$ cat config.mk
export PLATFORM = sky130hd
export DESIGN_NAME = serial_add_ctrl_flat
export DESIGN_NICKNAME = d
export VERILOG_FILES = /design/src/rtl/serial_add_pkg.sv /design/src/rtl/serial_add_if.sv /design/src/rtl/serial_add_ctrl_fa_cell.sv /design/src/rtl/serial_add_ctrl.sv /design/src/flat_wrapper.sv
export SDC_FILE = /design/constraint.sdc
export NUM_CORES = 1
export LEC_CHECK = 0
export BUFFER_PORTS_ARGS = -buffer_cell sky130_fd_sc_hd__buf_2
export CORE_ASPECT_RATIO = 1.2
export CORE_UTILIZATION = 30
export DETAILED_ROUTE_END_ITERATION = 10
export PLACE_DENSITY_LB_ADDON = 0.25
export RECOVER_POWER = 50
export SETUP_SLACK_MARGIN = 0.15
export SYNTH_ARGS = -nofsm -noshare
export SYNTH_HDL_FRONTEND = slang
export SYNTH_HIERARCHICAL = 1
export SYNTH_SLANG_ARGS = --single-unit
$ cat constraint.sdc
create_clock -name clk -period 2.6 [get_ports clk]
set_input_delay 0.26 -clock clk [delete_from_list [all_inputs] [get_ports clk]]
set_output_delay 0.26 -clock clk [all_outputs]
set_load 0.05 [all_outputs]
$ cat src/rtl/serial_add_pkg.sv
// Shared types and constants for the bit-serial adder.
// State encoding and default operand width.
package serial_add_pkg;

  localparam int DEF_WIDTH = 8;

  typedef enum logic [1:0] {
    IDLE = 2'd0,
    RUN  = 2'd1,
    DONE = 2'd2
  } state_e;

endpackage

$ cat src/rtl/serial_add_if.sv
// Operand/result handshake bundle.
// master drives operands and accepts results; slave is the adder.
interface serial_add_if
  import serial_add_pkg::*;
#(
  parameter int WIDTH = DEF_WIDTH
);

  logic             in_valid;
  logic             in_ready;
  logic [WIDTH-1:0] a;
  logic [WIDTH-1:0] b;
  logic             cin;
  logic             out_valid;
  logic             out_ready;
  logic [WIDTH-1:0] sum;
  logic             cout;
  logic             ovf;
  logic             busy;

  modport master (
    output in_valid, a, b, cin, out_ready,
    input  in_ready, out_valid, sum, cout, ovf, busy
  );

  modport slave (
    input  in_valid, a, b, cin, out_ready,
    output in_ready, out_valid, sum, cout, ovf, busy
  );

endinterface

$ cat src/rtl/serial_add_ctrl_fa_cell.sv
// Single-bit full adder shared across all bit positions.
// Sum is the 3-input XOR, carry is the majority.
module fa_cell (
  input  logic a,
  input  logic b,
  input  logic ci,
  output logic s,
  output logic co
);

  // pure combinational add of one bit column
  always_comb begin
    s  = a ^ b ^ ci;
    co = (a & b) | (a & ci) | (b & ci);
  end

endmodule

$ cat src/rtl/serial_add_ctrl.sv
// Bit-serial adder controller: one full-adder cell, LSB first.
// Result regs hold the last completed sum until the next one lands.
module serial_add_ctrl
  import serial_add_pkg::*;
#(
  parameter int WIDTH = DEF_WIDTH,
  localparam int CNT_W = $clog2(WIDTH)
) (
  input  logic         clk,
  input  logic         rst,
  serial_add_if.slave  bus
);

  localparam logic [CNT_W-1:0] LAST = CNT_W'(WIDTH - 1);

  state_e           state_q, state_d;
  logic [CNT_W-1:0] cnt_q, cnt_d;
  logic [WIDTH-1:0] a_q, a_d;
  logic [WIDTH-1:0] b_q, b_d;
  logic [WIDTH-1:0] sr_q, sr_d;
  logic [WIDTH-1:0] res_q, res_d;
  logic             carry_q, carry_d;
  logic             cout_q, cout_d;
  logic             ovf_q, ovf_d;
  logic             fa_s, fa_co;

  fa_cell u_fa (
    .a  (a_q[0]),
    .b  (b_q[0]),
    .ci (carry_q),
    .s  (fa_s),
    .co (fa_co)
  );

  // next-state, datapath shifting and result capture
  always_comb begin
    state_d = state_q;
    cnt_d   = cnt_q;
    a_d     = a_q;
    b_d     = b_q;
    sr_d    = sr_q;
    res_d   = res_q;
    carry_d = carry_q;
    cout_d  = cout_q;
    ovf_d   = ovf_q;
    case (state_q)
      IDLE: begin
        if (bus.in_valid) begin
          a_d     = bus.a;
          b_d     = bus.b;
          carry_d = bus.cin;
          sr_d    = '0;
          cnt_d   = '0;
          state_d = RUN;
        end
      end
      RUN: begin
        sr_d    = {fa_s, sr_q[WIDTH-1:1]};
        a_d     = a_q >> 1;
        b_d     = b_q >> 1;
        carry_d = fa_co;
        if (cnt_q == LAST) begin
          res_d   = {fa_s, sr_q[WIDTH-1:1]};
          cout_d  = fa_co;
          // carry into MSB is the carry reg before this update
          ovf_d   = carry_q ^ fa_co;
          cnt_d   = '0;
          state_d = DONE;
        end else begin
          cnt_d = cnt_q + CNT_W'(1);
        end
      end
      DONE: begin
        if (bus.out_ready) state_d = IDLE;
      end
      default: state_d = IDLE;
    endcase
  end

  // state and datapath registers, cleared on async reset
  always_ff @(posedge clk or posedge rst) begin
    if (rst) begin
      state_q <= IDLE;
      cnt_q   <= '0;
      a_q     <= '0;
      b_q     <= '0;
      sr_q    <= '0;
      res_q   <= '0;
      carry_q <= 1'b0;
      cout_q  <= 1'b0;
      ovf_q   <= 1'b0;
    end else begin
      state_q <= state_d;
      cnt_q   <= cnt_d;
      a_q     <= a_d;
      b_q     <= b_d;
      sr_q    <= sr_d;
      res_q   <= res_d;
      carry_q <= carry_d;
      cout_q  <= cout_d;
      ovf_q   <= ovf_d;
    end
  end

  // handshake flags decode straight from state
  always_comb begin
    bus.in_ready  = (state_q == IDLE);
    bus.out_valid = (state_q == DONE);
    bus.busy      = (state_q == RUN) || (state_q == DONE);
    bus.sum       = res_q;
    bus.cout      = cout_q;
    bus.ovf       = ovf_q;
  end

endmodule

$ cat src/flat_wrapper.sv
// flat-port wrapper written by rule: the top's interface ports become plain ports
module serial_add_ctrl_flat import serial_add_pkg::*;
#(
  parameter int WIDTH = DEF_WIDTH,
  localparam int CNT_W = $clog2(WIDTH)
)
  (clk, rst, bus_in_valid, bus_a, bus_b, bus_cin, bus_out_ready, bus_in_ready, bus_out_valid, bus_sum, bus_cout, bus_ovf, bus_busy);
  serial_add_if #(.WIDTH(WIDTH)) bus_i ();
  input  logic clk;
  input  logic rst;
  input wire logic [$bits(bus_i.in_valid)-1:0] bus_in_valid;
  input wire logic [$bits(bus_i.a)-1:0] bus_a;
  input wire logic [$bits(bus_i.b)-1:0] bus_b;
  input wire logic [$bits(bus_i.cin)-1:0] bus_cin;
  input wire logic [$bits(bus_i.out_ready)-1:0] bus_out_ready;
  output wire logic [$bits(bus_i.in_ready)-1:0] bus_in_ready;
  output wire logic [$bits(bus_i.out_valid)-1:0] bus_out_valid;
  output wire logic [$bits(bus_i.sum)-1:0] bus_sum;
  output wire logic [$bits(bus_i.cout)-1:0] bus_cout;
  output wire logic [$bits(bus_i.ovf)-1:0] bus_ovf;
  output wire logic [$bits(bus_i.busy)-1:0] bus_busy;
  assign bus_i.in_valid = bus_in_valid;
  assign bus_i.a = bus_a;
  assign bus_i.b = bus_b;
  assign bus_i.cin = bus_cin;
  assign bus_i.out_ready = bus_out_ready;
  assign bus_in_ready = bus_i.in_ready;
  assign bus_out_valid = bus_i.out_valid;
  assign bus_sum = bus_i.sum;
  assign bus_cout = bus_i.cout;
  assign bus_ovf = bus_i.ovf;
  assign bus_busy = bus_i.busy;
  serial_add_ctrl #(.WIDTH(WIDTH)) u_core (.clk(clk), .rst(rst), .bus(bus_i));
endmodule
* After elaboration in Yosys (flattened, before gate mapping) *
Cells that the tools add are included.

storage, ports and cells
  memories kept = 0
  logic and storage cells = 45
  memory bits (read-only) = 0
  input port bits = 21
  latch bits = 0
  bits in registers = 40
  output and inout bits = 13
  memory bits (writable) = 0

cells by class
  muxes and demuxes = 15
  shift-type cells = 0
  $mul = 0
  divide/modulo/power cells = 0
  add/sub/neg operators = 1
  reduce and logical (&&, ||, !) cells = 6
  bitwise gates (word level) = 8
  equality and inequality tests = 6
  magnitude comparators = 0

operators with widths
  cell                 number
  $pmux 8 s2           3
  $mux 8               3
  $mux 2               3
  $mux 3               2
  $pmux 2 s3           1
  $pmux 3 s2           1
  $ne 2x2->1 const B   2
  $reduce_and 2->1     2
  $add 3x1->3 const B  1
  $and 1x1->1          3
  $eq 3x3->1 const B   1
  $reduce_and 3->1     1
  $xor 1x1->1          3
  $eq 2x1->1 const B   1
  $eq 2x2->1 const B   1
  $logic_not 2->1      1
  $ne 2x1->1 const B   1
  $or 1x1->1           2
  $pmux 1 s2           1
  $reduce_bool 2->1    1
  $logic_or 1x1->1     1
  $mux 1               1

* Longest topological paths before layout *
Gate-level depths: netlist of run 1.

  word-level depth = 4
  mapped depth = 6
  gate-level depth less buffers = 5

* Modules after synthesis *
Netlist of run 1, hierarchy kept.

by module, submodules not included
  module           area an instance (um2)  instances  sequential area each (um2)  cells an instance
  serial_add_ctrl  1729.2                  1          975.9                       141
  fa_cell          20.0                    1          0.0                         1

* Worst setup path after synthesis of run 1 *
OpenSTA, ideal clock, no wires.

  path kind = register -> register
  from = register u_core.state_q[0]
  to = register u_core.a_q[0]
  stages on the path, launching flop included = 6
  path slack = 0.755 ns
  arrival = 1.712 ns
  data required time = 2.467 ns
  library setup time = 0.133 ns
  path through = dfrtp_1 -> inv_1 -> ha_1 -> mux2i_1 -> clkbuf_1 -> o21ai_0

on the way
  cells in the longest elaborated chain, start to end = 3
  elaborated cells on any way between the ends = 6
  classes of those cells = eq/ne (2); mux (1); reduce/logical (3)

RTL lines
  element                                                           line                   text
  from (decl)                                                       serial_add_ctrl.sv:16  state_e state_q, state_d;
  from (signal assigned)                                            serial_add_ctrl.sv:93  state_q <= state_d;
  $logic_not 2->1 (*)                                               n/a
  net bus_in_ready                                                  flat_wrapper.sv:16     output wire logic [$bits(bus_i.in_ready)-1:0] bus_in_ready;
  $ne 2x2->1 (no line) / $reduce_bool 2->1 (equally long branches)  n/a
  $reduce_and 2->1 (no line)                                        n/a
  to (signal assigned)                                              serial_add_ctrl.sv:85  a_q <= '0;
  to (signal assigned)                                              serial_add_ctrl.sv:95  a_q <= a_d;
  to (decl)                                                         serial_add_ctrl.sv:18  logic [WIDTH-1:0] a_q, a_d;

Mark *: on every way through the listed nets, which the timed path passes. The rest lies on a longest branch.
A chain may end at the register's enable or synchronous reset.

* Final worst setup path of run 1 *
  from = register u_core.state_q[1]
  to = register u_core.carry_q

on the way
  cells in the longest elaborated chain, start to end = 3
  elaborated cells on any way between the ends = 6
  classes of those cells = eq/ne (2); mux (1); reduce/logical (3)

RTL lines
  element                                                           line                   text
  $eq 2x1->1 / $logic_not 2->1 (equally long branches)              serial_add_ctrl.sv:46  case (state_q)
  $reduce_bool 2->1 (no line) / $ne 2x2->1 (equally long branches)  n/a
  $reduce_and 2->1 (no line)                                        n/a
  to (signal assigned)                                              serial_add_ctrl.sv:99  carry_q <= carry_d;
  to (decl)                                                         serial_add_ctrl.sv:22  logic carry_q, carry_d;

Several ways; a longest one is shown, not always the timed one.

==> run_results.csv, run 1 <==
group,metric,value,unit
run_status,outcome,"finished, violations left",
run_status,violations,"capacitance limit, slew limit",
logic_synthesis,ys_seq_area_share,55.8,%
route,routed_wl,3.21,mm
timing,final-setup-viol-count,0,
placed_design,io_buffers,33,
floorplanning,coreArea,5630,sq um
route,vias_per_cell,4.89,
cts,cts_hold_buf,0,
setup_path,r2r-start,"u_core/state_q[1]",
final_layout,final_nets,206,
setup_path,reg2reg_depth,6,
power_and_ir_drop,power.total,2.42,mW
timing,hold_violations,0,
setup_path,start_kind,"register",
grt,grt_pass1_vias,1126,
timing,fmax,510,MHz
route,dr.pass1.iters,4,
timing,setup_slack,0.641,ns
setup_path,arrival,2.15,ns
cts,cts_setup_buffers,0,
timing,slew_violations,40,
placed_design,hpwlAfterDp,2.37,mm
logic_synthesis,ys.warnings.count,6,
setup_path,path_delay_family,"multiplexers",
hold_path,min_to,"u_core/a_q[5]",
hold_path,min_path_cells,3,
floorplanning,dieArea,6140,sq um
placed_design,dpl-instance-area,1990,sq um
logic_synthesis,synth_cell_type_count,22,
logic_synthesis,avgSynthCellArea,12.3,sq um
route,vias,1179,
hold_path,hold_start,"bus_a[5]",
timing,fin_setup_tns,0,ns
floorplanning,rows,30,
route,wl_per_cell,13.3,microns
cts,insertion_delay,0.28,ns
logic_synthesis,synth-edff-count,0,
power_and_ir_drop,peakVddDrop,0.463,mV
cts,htreeDepth,2,
power_and_ir_drop,power.leakage,1.00,nW
setup_path,crit_buf_inv,2,
setup_path,worstSetupEndpointType,"register",
setup_path,cp_max_fo,30,
cts,clk_pin_slew,0.07,ns
route,drc,0,
logic_synthesis,synthFlopType,"dfrtp_1",
cts,cts_made_buffers,5,
final_layout,final_layout_size_suffix_gt1_share,28.2,%
setup_path,crit_type,"reg -> reg",
job,cap_violations,1,
cts,root_buffer,"clkbuf_8",
setup_path,ff2ff_setup_slack,0.64,ns
final_layout,final_area,2050,sq um
grt,grt_pass1_wl,5.28,mm
hold_path,min_path_type,"in -> reg",
setup_path,crit_chain,"inv_1 -> ha_1 -> mux2i_4 -> buf_4 -> nand2_1 -> o21ai_0",
route,first_iter_violations,51,
route,ant_nets,0,
power_and_ir_drop,powerDensity,1180,nW/um^2
final_layout,synthToLayoutAreaGrowth,17.1,%
logic_synthesis,syn_area,1750,sq um
final_layout,finalNonFillerCells,241,
logic_synthesis,synthArstFlopShare,100,%
timing,slew_headroom,-36.8,%
timing,fin_crit_sh,75.3,%
grt,antenna_found_initial,0,
final_layout,layout_commonest_cell,"dfrtp_1",
timing,rsz0062_at_grt,"false",
final_layout,layout_common_cells,"dfrtp_1, buf_2, nand2_1, o21ai_0, mux2i_1",
floorplanning,io_pins,34,
cts,cts_buffer_depth,2,
timing,skew,0.00325,ns
floorplanning,die_width,71.7,microns
placed_design,place.gp.congestion,0.683,
setup_path,rr_endpoint,"u_core/carry_q",
floorplanning,initial_core_util,31.1,%
setup_path,slowest_delay,0.45,ns
final_layout,postLayoutCoreUtil,36.4,%
placed_design,place_ws,0.657,ns
cts,cts_tree,"built",
setup_path,cpMaxStageDelayCell,"mux2i_4",
floorplanning,die_h,85.6,microns
cts,ctsResizeCount,0,
timing,fin_crit,1.96,ns
timing,tightestPinTransition,2.05,ns
cts,clock-sinks,39,
logic_synthesis,ys_ff_latch,39,
final_layout,diodes,0,
setup_path,required,2.79,ns
final_layout,fill_cells,588,
logic_synthesis,synth_fp_nets,170,
logic_synthesis,syn_inst,142,
grt,track_usage,11.4,%
placed_design,dp.cells,235,
timing,hold-worst-slack,0.262,ns
grt,grt_start_max_net_pins,40,
grt,grt-ovfl-total,0,
==> final cells by class <==
class                   instances  area, sq um  share of cell area, %
clock buffers                   6         72.6                   3.54
inverters                       6         22.5                   1.10
multi-input cells              90          721                   35.2
flip-flops and latches         39          976                   47.6
well taps                      64         80.1                   3.91
repair buffers                 36          176                   8.61
==> where the power goes <==
part | leakage (nW) | switching [mW] | total, mW | internal [mW]
sequential | 0.512 | 0.146 | 0.974 | 0.828
combinational | 0.453 | 0.666 | 1.09 | 0.425
clock | 0.0371 | 0.180 | 0.359 | 0.178
total | 1.00 | 0.992 | 2.42 | 1.43
==> cell usage after synthesis (all sizes together) (2+ instances only) <==
master | instances | area [sq um]
buf | 6 | 38.8
dfrtp | 39 | 976
mux2 | 11 | 124
a22o | 9 | 78.8
o21ai | 18 | 90.1
mux2i | 16 | 160
nand2 | 20 | 75.1
a31oi | 2 | 12.5
inv | 6 | 22.5
ha | 6 | 75.1
nor2b | 2 | 12.5
==> logic make-up after synthesis <==
family,share of synthesized area (%)
AOI/OAI and AO/OA,12.4
xor gates and xnor gates,0.501
adders and majority gates,5.44
buffers and inverters,3.72
DFF,55.8
muxes,16.2
and+or+nand+nor,5.94
==> sequential cells by signal, summed over array words and instances (netlist names) <==
| register | flops |
|---|---|
| u_core/a_q | 8 |
| u_core/b_q | 8 |
| u_core/bus.sum | 8 |
| u_core/sr_q | 7 |
| u_core/cnt_q | 3 |
| u_core/state_q | 2 |
| u_core/bus.cout | 1 |
| u_core/bus.ovf | 1 |
| u_core/carry_q | 1 |
==> worst max path at each step <==
stage / from / slack (ns) / to / cells past startpoint
3_5_place_dp: u_core/state_q[1] / 0.66 / u_core/a_q[4] / 5
3_3_place_gp: u_core/state_q[0] / 0.75 / u_core/b_q[5] / 5
5_1_grt: rst / 0.25 / u_core/sr_q[2] / 3
6_report: u_core/state_q[1] / 0.64 / u_core/carry_q / 6
2_1_floorplan: u_core/state_q[0] / 0.75 / u_core/a_q[0] / 5
4_1_cts: u_core/state_q[1] / 0.65 / u_core/a_q[4] / 5
==> layer usage <==
| metal | wire length (microns) | vias up | global-route usage (%) |
|---|---|---|---|
| met4 | 53 | 0 | 4.81 |
| met2 | 1580 | 33 | 18.9 |
| li1 | - | 567 | - |
| met3 | 176 | 6 | 4.11 |
| met5 | 0 | - | 0 |
| met1 | 1400 | 573 | 13.4 |
==> tightest hold or removal path, stage by stage <==
cell     delay (ns)
buf_2          0.07
mux2i_1        0.05
o21ai_0        0.13
(Power assumes the default switching activity.)
==> inputs of run 2 (changes only) <==
ABC_AREA = 1   (was unset)
clock period = 1.7 ns   (was 2.6 ns; I/O delays follow)
==> run 2 against run 1 <==
The run now ends clean. Register-to-register slack got worse by 0.35 ns. Sequential share of layout area fell by 4.3 points. Area after synthesis rose by 8.2%. Via count is 32% higher. Die area increased by 7.9%. Non-clock buffer count grew 6. Critical path depth fell by 3. Count of clock-buffer cells in the layout increased by 1. Global-route usage is 2.0 points higher. Routed wire length up 25%. First-iteration DRC count grew 27%. Worst hold slack got worse by 0.13 ns. Critical path type is now reg -> out. Critical endpoint is now bus_busy. Highest routed layer unchanged.
==> run_results.csv, run 2 <==
group,metric,value,unit
timing,fmax,677,MHz
logic_synthesis,ys.warnings.count,6,
placed_design,hpwlAfterDp,2.83,mm
final_layout,diodes,0,
setup_path,cp_max_fo,4,
final_layout,layout_commonest_cell,"nand2_1",
logic_synthesis,syn_inst,232,
timing,rsz0062_at_grt,"false",
power_and_ir_drop,p_seq_share,38.7,%
logic_synthesis,ys_seq_area_share,51.6,%
final_layout,finalNonFillerCells,354,
floorplanning,rows,31,
floorplanning,initial_core_util,31.3,%
timing,skew,0.000886,ns
logic_synthesis,synth_fp_nets,260,
route,wl_per_cell,11.4,microns
power_and_ir_drop,clock_power_share,16.7,%
timing,slew_headroom,35.4,%
power_and_ir_drop,p_sw,1.52,mW
logic_synthesis,syn_area,1890,sq um
final_layout,final_nets,299,
cts,clk_pin_slew,0.07,ns
setup_path,worstSetupEndpointType,"primary output",
placed_design,dp.cells,346,
logic_synthesis,yosysMostFrequentCell,"nand2_1",
route,vias_per_cell,4.41,
route,first_iter_violations,65,
logic_synthesis,ys_ff_latch,39,
logic_synthesis,synthArstFlopShare,100,%
cts,cts_setup_buffers,0,
grt,track_usage,13.4,%
setup_path,required,1.53,ns
floorplanning,coreArea,6050,sq um
grt,grt_pass1_vias,1474,
final_layout,synthToLayoutAreaGrowth,19.0,%
logic_synthesis,synth_top_area_share,51.6,%
logic_synthesis,synth_commonest_cells,"nand2_1, dfrtp_1, nand3_1",
grt,grt_start_max_net_pins,40,
timing,fin_crit,1.48,ns
timing,hold_violations,0,
power_and_ir_drop,p_int,2.05,mW
power_and_ir_drop,netSwitchingFraction,42.6,%
final_layout,final_layout_size_suffix_gt1_share,18.4,%
timing,fin_crit_sh,86.9,%
power_and_ir_drop,comb_power_share,44.5,%
cts,cts_tree,"built",
logic_synthesis,synth-edff-count,0,
route,ant_nets,0,
route,drc,0,
floorplanning,die_width,74.5,microns
grt,grt_pass1_wl,6.71,mm
placed_design,place.gp.congestion,0.705,
floorplanning,dieArea,6630,sq um
cts,insertion_delay,0.29,ns
cts,root_buffer,"clkbuf_8",
grt,antenna_found_initial,0,
final_layout,multi_input_area,797,sq um
setup_path,crit_type,"reg -> out",
final_layout,regArea,976,sq um
timing,final-setup-viol-count,0,
job,cap_violations,0,
route,dr.pass1.iters,4,
power_and_ir_drop,power.leakage,1.23,nW
cts,clock-sinks,39,
timing,tightestPinTransition,0.969,ns
final_layout,fill_cells,662,
logic_synthesis,synth_top_cell_by_area,"dfrtp_1",
placed_design,io_buffers,33,
route,vias,1561,
floorplanning,io_pins,34,
timing,fin_setup_tns,0,ns
logic_synthesis,synth_cell_type_count,15,
route,routed_wl,4.03,mm
final_layout,layout_common_cells,"nand2_1, dfrtp_1, nand3_1, buf_2, o21ai_0",
cts,cts_buffer_depth,2,
logic_synthesis,avgSynthCellArea,8.15,sq um
run_status,outcome,"finished clean",
cts,htreeDepth,2,
power_and_ir_drop,peakVddDrop,0.411,mV
logic_synthesis,synthFlopType,"dfrtp_1",
power_and_ir_drop,powerDensity,1590,nW/um^2
logic_synthesis,synth_area_leaders,"dfrtp_1, nand2_1, nand3_1, o21ai_0, ha_1",
setup_path,start_kind,"register",
setup_path,arrival,1.31,ns
floorplanning,die_h,89.0,microns
grt,grt-ovfl-total,0,
cts,cts_made_buffers,5,
hold_path,min_path_type,"in -> reg",
timing,slew_violations,0,
[run 2: changes by cell type in the layout (fill, tap and decap cells not counted), sizes merged, moves of 9 or more]
cell   before  now
nand3       0   31
inv         6   19
mux2i      16    0
nand2      20  104
a22o        9    0
mux2       11    0
[run 2: power by group through the flow]
| stage | clock, mW | sequential [mW] | combinational, mW |
|---|---|---|---|
| floorplan | 0 | 1.37 | 1.25 |
| detailed placement | 0 | 1.40 | 1.58 |
| CTS | 0.626 | 1.39 | 1.58 |
| global placement | 0 | 1.40 | 1.56 |
| global route | 0.663 | 1.43 | 1.82 |
| finish | 0.599 | 1.38 | 1.59 |
[run 2: per-stage QoR]
| step | setup slack, ns | util, % | total power, mW | instance area, sq um | hold WS, ns |
|---|---|---|---|---|---|
| 6_report | 0.223 | 37.2 | 3.58 | 2250 | 0.129 |
| 4_1_cts | 0.175 | 37.0 | 3.60 | 2240 | 0.00585 |
| 2_1_floorplan | 0.183 | - | 2.63 | 1890 | 0.311 |
| 5_1_grt | 0.151 | 37.2 | 3.91 | 2250 | 0.141 |
| 3_5_place_dp | 0.203 | 35.6 | 2.98 | 2160 | 0.325 |
| 3_3_place_gp | 0.233 | 35.6 | 2.96 | 2160 | 0.326 |
[run 2: final cells by class]
| class | instances | area share [%] |
|---|---|---|
| timing repair buffer | 42 | 9.89 |
| sequential | 39 | 43.4 |
| multi-input combinational | 164 | 35.4 |
| inverter | 19 | 3.17 |
| clock buffer | 7 | 3.39 |
| tap | 82 | 4.56 |
| clock inverter | 1 | 0.222 |
[run 2: final timing paths]
| path | from | endpoint | slack [ns] | depth (start not counted) |
|---|---|---|---|---|
| min in group asynchronous | rst | u_core/b_q[7] | 0.17 | 3 |
| worst max-delay path | u_core/state_q[0] | bus_busy | 0.22 | 3 |
| worst min register to register | u_core/bus.sum[0] | u_core/bus.sum[0] | 0.48 | 2 |
| worst max register to register | u_core/state_q[1] | u_core/sr_q[5] | 0.29 | 5 |
| worst min-delay path | bus_a[7] | u_core/a_q[7] | 0.13 | 3 |
| max in group asynchronous | rst | u_core/bus.ovf | 0.94 | 3 |
[run 2: timing repair]
action                     4_1_cts  5_1_grt
gates resized for setup          0        4
setup endpoints to repair        0       31
hold buffers                     0        0
[run 2: cell families (layout without fill, tap and decap cells)]
family,after synthesis,in the layout,synth area share (%)
buffers and inverters,29,69,7.61
adders and majority gates,7,7,5.03
AOI/OAI and AO/OA,19,19,5.03
DFF,39,39,51.6
and+or+nand+nor,138,138,30.8
[run 2: worst max-delay path: stages (launching register included)]
cell     delay, ns
dfrtp_1       0.40
inv_1         0.11
ha_4          0.27
buf_2         0.25
[run 2: metal layers]
metal | part of all wire, % | GRT usage, % | up-vias
li1 | - | - | 806
met1 | 46 | 15.9 | 717
met2 | 49 | 22.8 | 32
met3 | 3.5 | 3.83 | 6
met4 | 1.8 | 5.15 | 0
met5 | 0 | 0 | -
==> inputs of run 3 (changes only) <==
--- a/config.mk
+++ b/config.mk
@@ -12,5 +12,5 @@
 export DETAILED_ROUTE_END_ITERATION = 10
 export PLACE_DENSITY_LB_ADDON = 0.25
-export RECOVER_POWER = 50
+export RECOVER_POWER = 25
 export SETUP_SLACK_MARGIN = 0.15
 export SYNTH_ARGS = -nofsm -noshare
==> constraint.sdc (replaced) <==
create_clock -name clk -period 1.7 [get_ports clk]
set_input_delay 0 -clock clk [delete_from_list [all_inputs] [get_ports clk]]
set_output_delay 0 -clock clk [all_outputs]
set_load 0.05 [all_outputs]
==> run 3 against run 2 <==
Critical path depth increased by 2. Total power increased by 0.56%. Count of clock-buffer cells in the layout stayed put. Clock skew up 0.00076 ns. Largest cell class unchanged.
==> run_results.csv, run 3 (synthesis gave the netlist of run 2 again) <==
group,metric,value,unit
floorplanning,dieArea,6630,sq um
timing,fin_crit_sh,83.2,%
cts,insertion_delay,0.29,ns
route,wl_per_cell,11.1,microns
cts,cts_tree,"built",
route,dr.pass1.iters,4,
final_layout,layout_common_cells,"nand2_1, dfrtp_1, buf_2, nand3_1, o21ai_0",
cts,cts_made_buffers,5,
grt,grt_start_max_net_pins,40,
setup_path,arrival,1.62,ns
setup_path,crit_chain,"inv_1 -> ha_2 -> buf_4 -> nand2_1 -> o21ai_0",
hold_path,min_path_type,"in -> reg",
power_and_ir_drop,clock_power_share,16.7,%
grt,track_usage,13.5,%
power_and_ir_drop,power.leakage,1.30,nW
route,drc,0,
route,routed_wl,4.03,mm
cts,htreeDepth,2,
power_and_ir_drop,p_int,2.07,mW
setup_path,slowest_delay,0.39,ns
power_and_ir_drop,netSwitchingFraction,42.5,%
floorplanning,rows,31,
floorplanning,die_h,89.0,microns
timing,fin_setup_tns,0,ns
setup_path,cp_max_fo,7,
final_layout,diodes,0,
setup_path,path_delay_family,"flip-flops",
grt,antenna_found_initial,0,
placed_design,dpl-instance-area,2160,sq um
timing,fin_crit,1.41,ns
power_and_ir_drop,p_sw,1.53,mW
timing,skew,0.00164,ns
final_layout,fill_cells,651,
timing,final-setup-viol-count,0,
timing,slew_violations,0,
cts,clock-sinks,39,
placed_design,place.gp.congestion,0.705,
timing,hold_violations,0,
placed_design,io_buffers,33,
placed_design,hpwlAfterDp,2.83,mm
timing,rsz0062_at_grt,"false",
cts,cts_buffer_depth,2,
power_and_ir_drop,comb_power_share,44.8,%
job,cap_violations,0,
route,first_iter_violations,79,
cts,root_buffer,"clkbuf_8",
floorplanning,initial_core_util,31.3,%
setup_path,start_kind,"register",
timing,tightestPinTransition,0.981,ns
cts,clk_pin_slew,0.07,ns
final_layout,final_area,2360,sq um
final_layout,layout_commonest_cell,"nand2_1",
setup_path,worstSetupEndpointType,"register",
timing,fmax,707,MHz
cts,cts_setup_buffers,0,
grt,grt-ovfl-total,0,
floorplanning,die_width,74.5,microns
final_layout,final_layout_size_suffix_gt1_share,19.9,%
setup_path,required,1.90,ns
setup_path,crit_type,"reg -> reg",
floorplanning,coreArea,6050,sq um
final_layout,synthToLayoutAreaGrowth,24.7,%
floorplanning,io_pins,34,
final_layout,final_nets,309,
timing,slew_headroom,34.6,%
route,vias_per_cell,4.37,
power_and_ir_drop,powerDensity,1530,nW/um^2
grt,grt_pass1_wl,6.78,mm
grt,grt_pass1_vias,1500,
power_and_ir_drop,p_seq_share,38.5,%
power_and_ir_drop,peakVddDrop,0.412,mV
route,ant_nets,0,
setup_path,cpMaxStageDelayCell,"dfrtp_1",
run_status,outcome,"finished clean",
setup_path,crit_buf_inv,2,
route,vias,1589,
==> run 3: final timing paths <==
path / from / endpoint / slack (ns) / cells past startpoint
min in group asynchronous: rst / u_core/b_q[7] / 0.55 / 4
max: u_core/state_q[1] / u_core/sr_q[5] / 0.29 / 5
min reg2reg: u_core/bus.sum[0] / u_core/bus.sum[0] / 0.47 / 2
max in group asynchronous: rst / u_core/b_q[2] / 0.54 / 4
max reg2reg: u_core/state_q[1] / u_core/sr_q[5] / 0.29 / 5
min: bus_cin / u_core/carry_q / 0.002 / 5
==> run 3: area by class of cell <==
class	count	area, sq um	area share (%)
sequential	39	976	41.4
multi-input combinational	164	797	33.8
timing repair buffer	52	330	14.0
tap	82	103	4.35
clock buffer	7	76.3	3.24
inverter	19	71.3	3.02
clock inverter	1	5.00	0.212
==> run 3: tightest hold or removal path, stage by stage <==
cell     delay [ns]
buf_2          0.07
nand2_1        0.04
nand2_1        0.04
nand2_1        0.04
o21ai_0        0.06
==> run 3: metrics by stage <==
| stage | std cells | total power, mW | hold slack (ns) | util, % | setup slack [ns] |
|---|---|---|---|---|---|
| 3_5_place_dp | 346 | 2.98 | 0.155 | 35.6 | 0.203 |
| 6_report | 364 | 3.60 | 0.00153 | 39.0 | 0.285 |
| 4_1_cts | 364 | 3.61 | 0.000265 | 38.6 | 0.191 |
| 5_1_grt | 364 | 3.93 | 0.0100 | 39.0 | 0.151 |
| 2_1_floorplan | 232 | 2.63 | 0.141 | - | 0.183 |
| 3_3_place_gp | 346 | 2.96 | 0.156 | 35.6 | 0.233 |
==> run 3: routing by layer <==
layer	GRT usage [%]	share of wire, %	vias up
met5	0	0	-
met4	5.15	2.0	0
met3	3.83	3.8	6
met2	22.9	48	39
met1	16.1	46	720
li1	-	-	824
==> run 3: timing repair <==
item	4_1_cts	5_1_grt
hold buffers	10	0
resized for setup	0	4
setup endpoints to repair	0	29
endpoints found under the hold margin	48	0
==> run 3: power groups by stage <==
stage               Sequential [mW]  Combinational (mW)  Clock, mW
floorplan                      1.37                1.25          0
global placement               1.40                1.56          0
detailed placement             1.40                1.58          0
CTS                            1.39                1.60      0.626
global route                   1.43                1.84      0.663
finish                         1.38                1.61      0.600
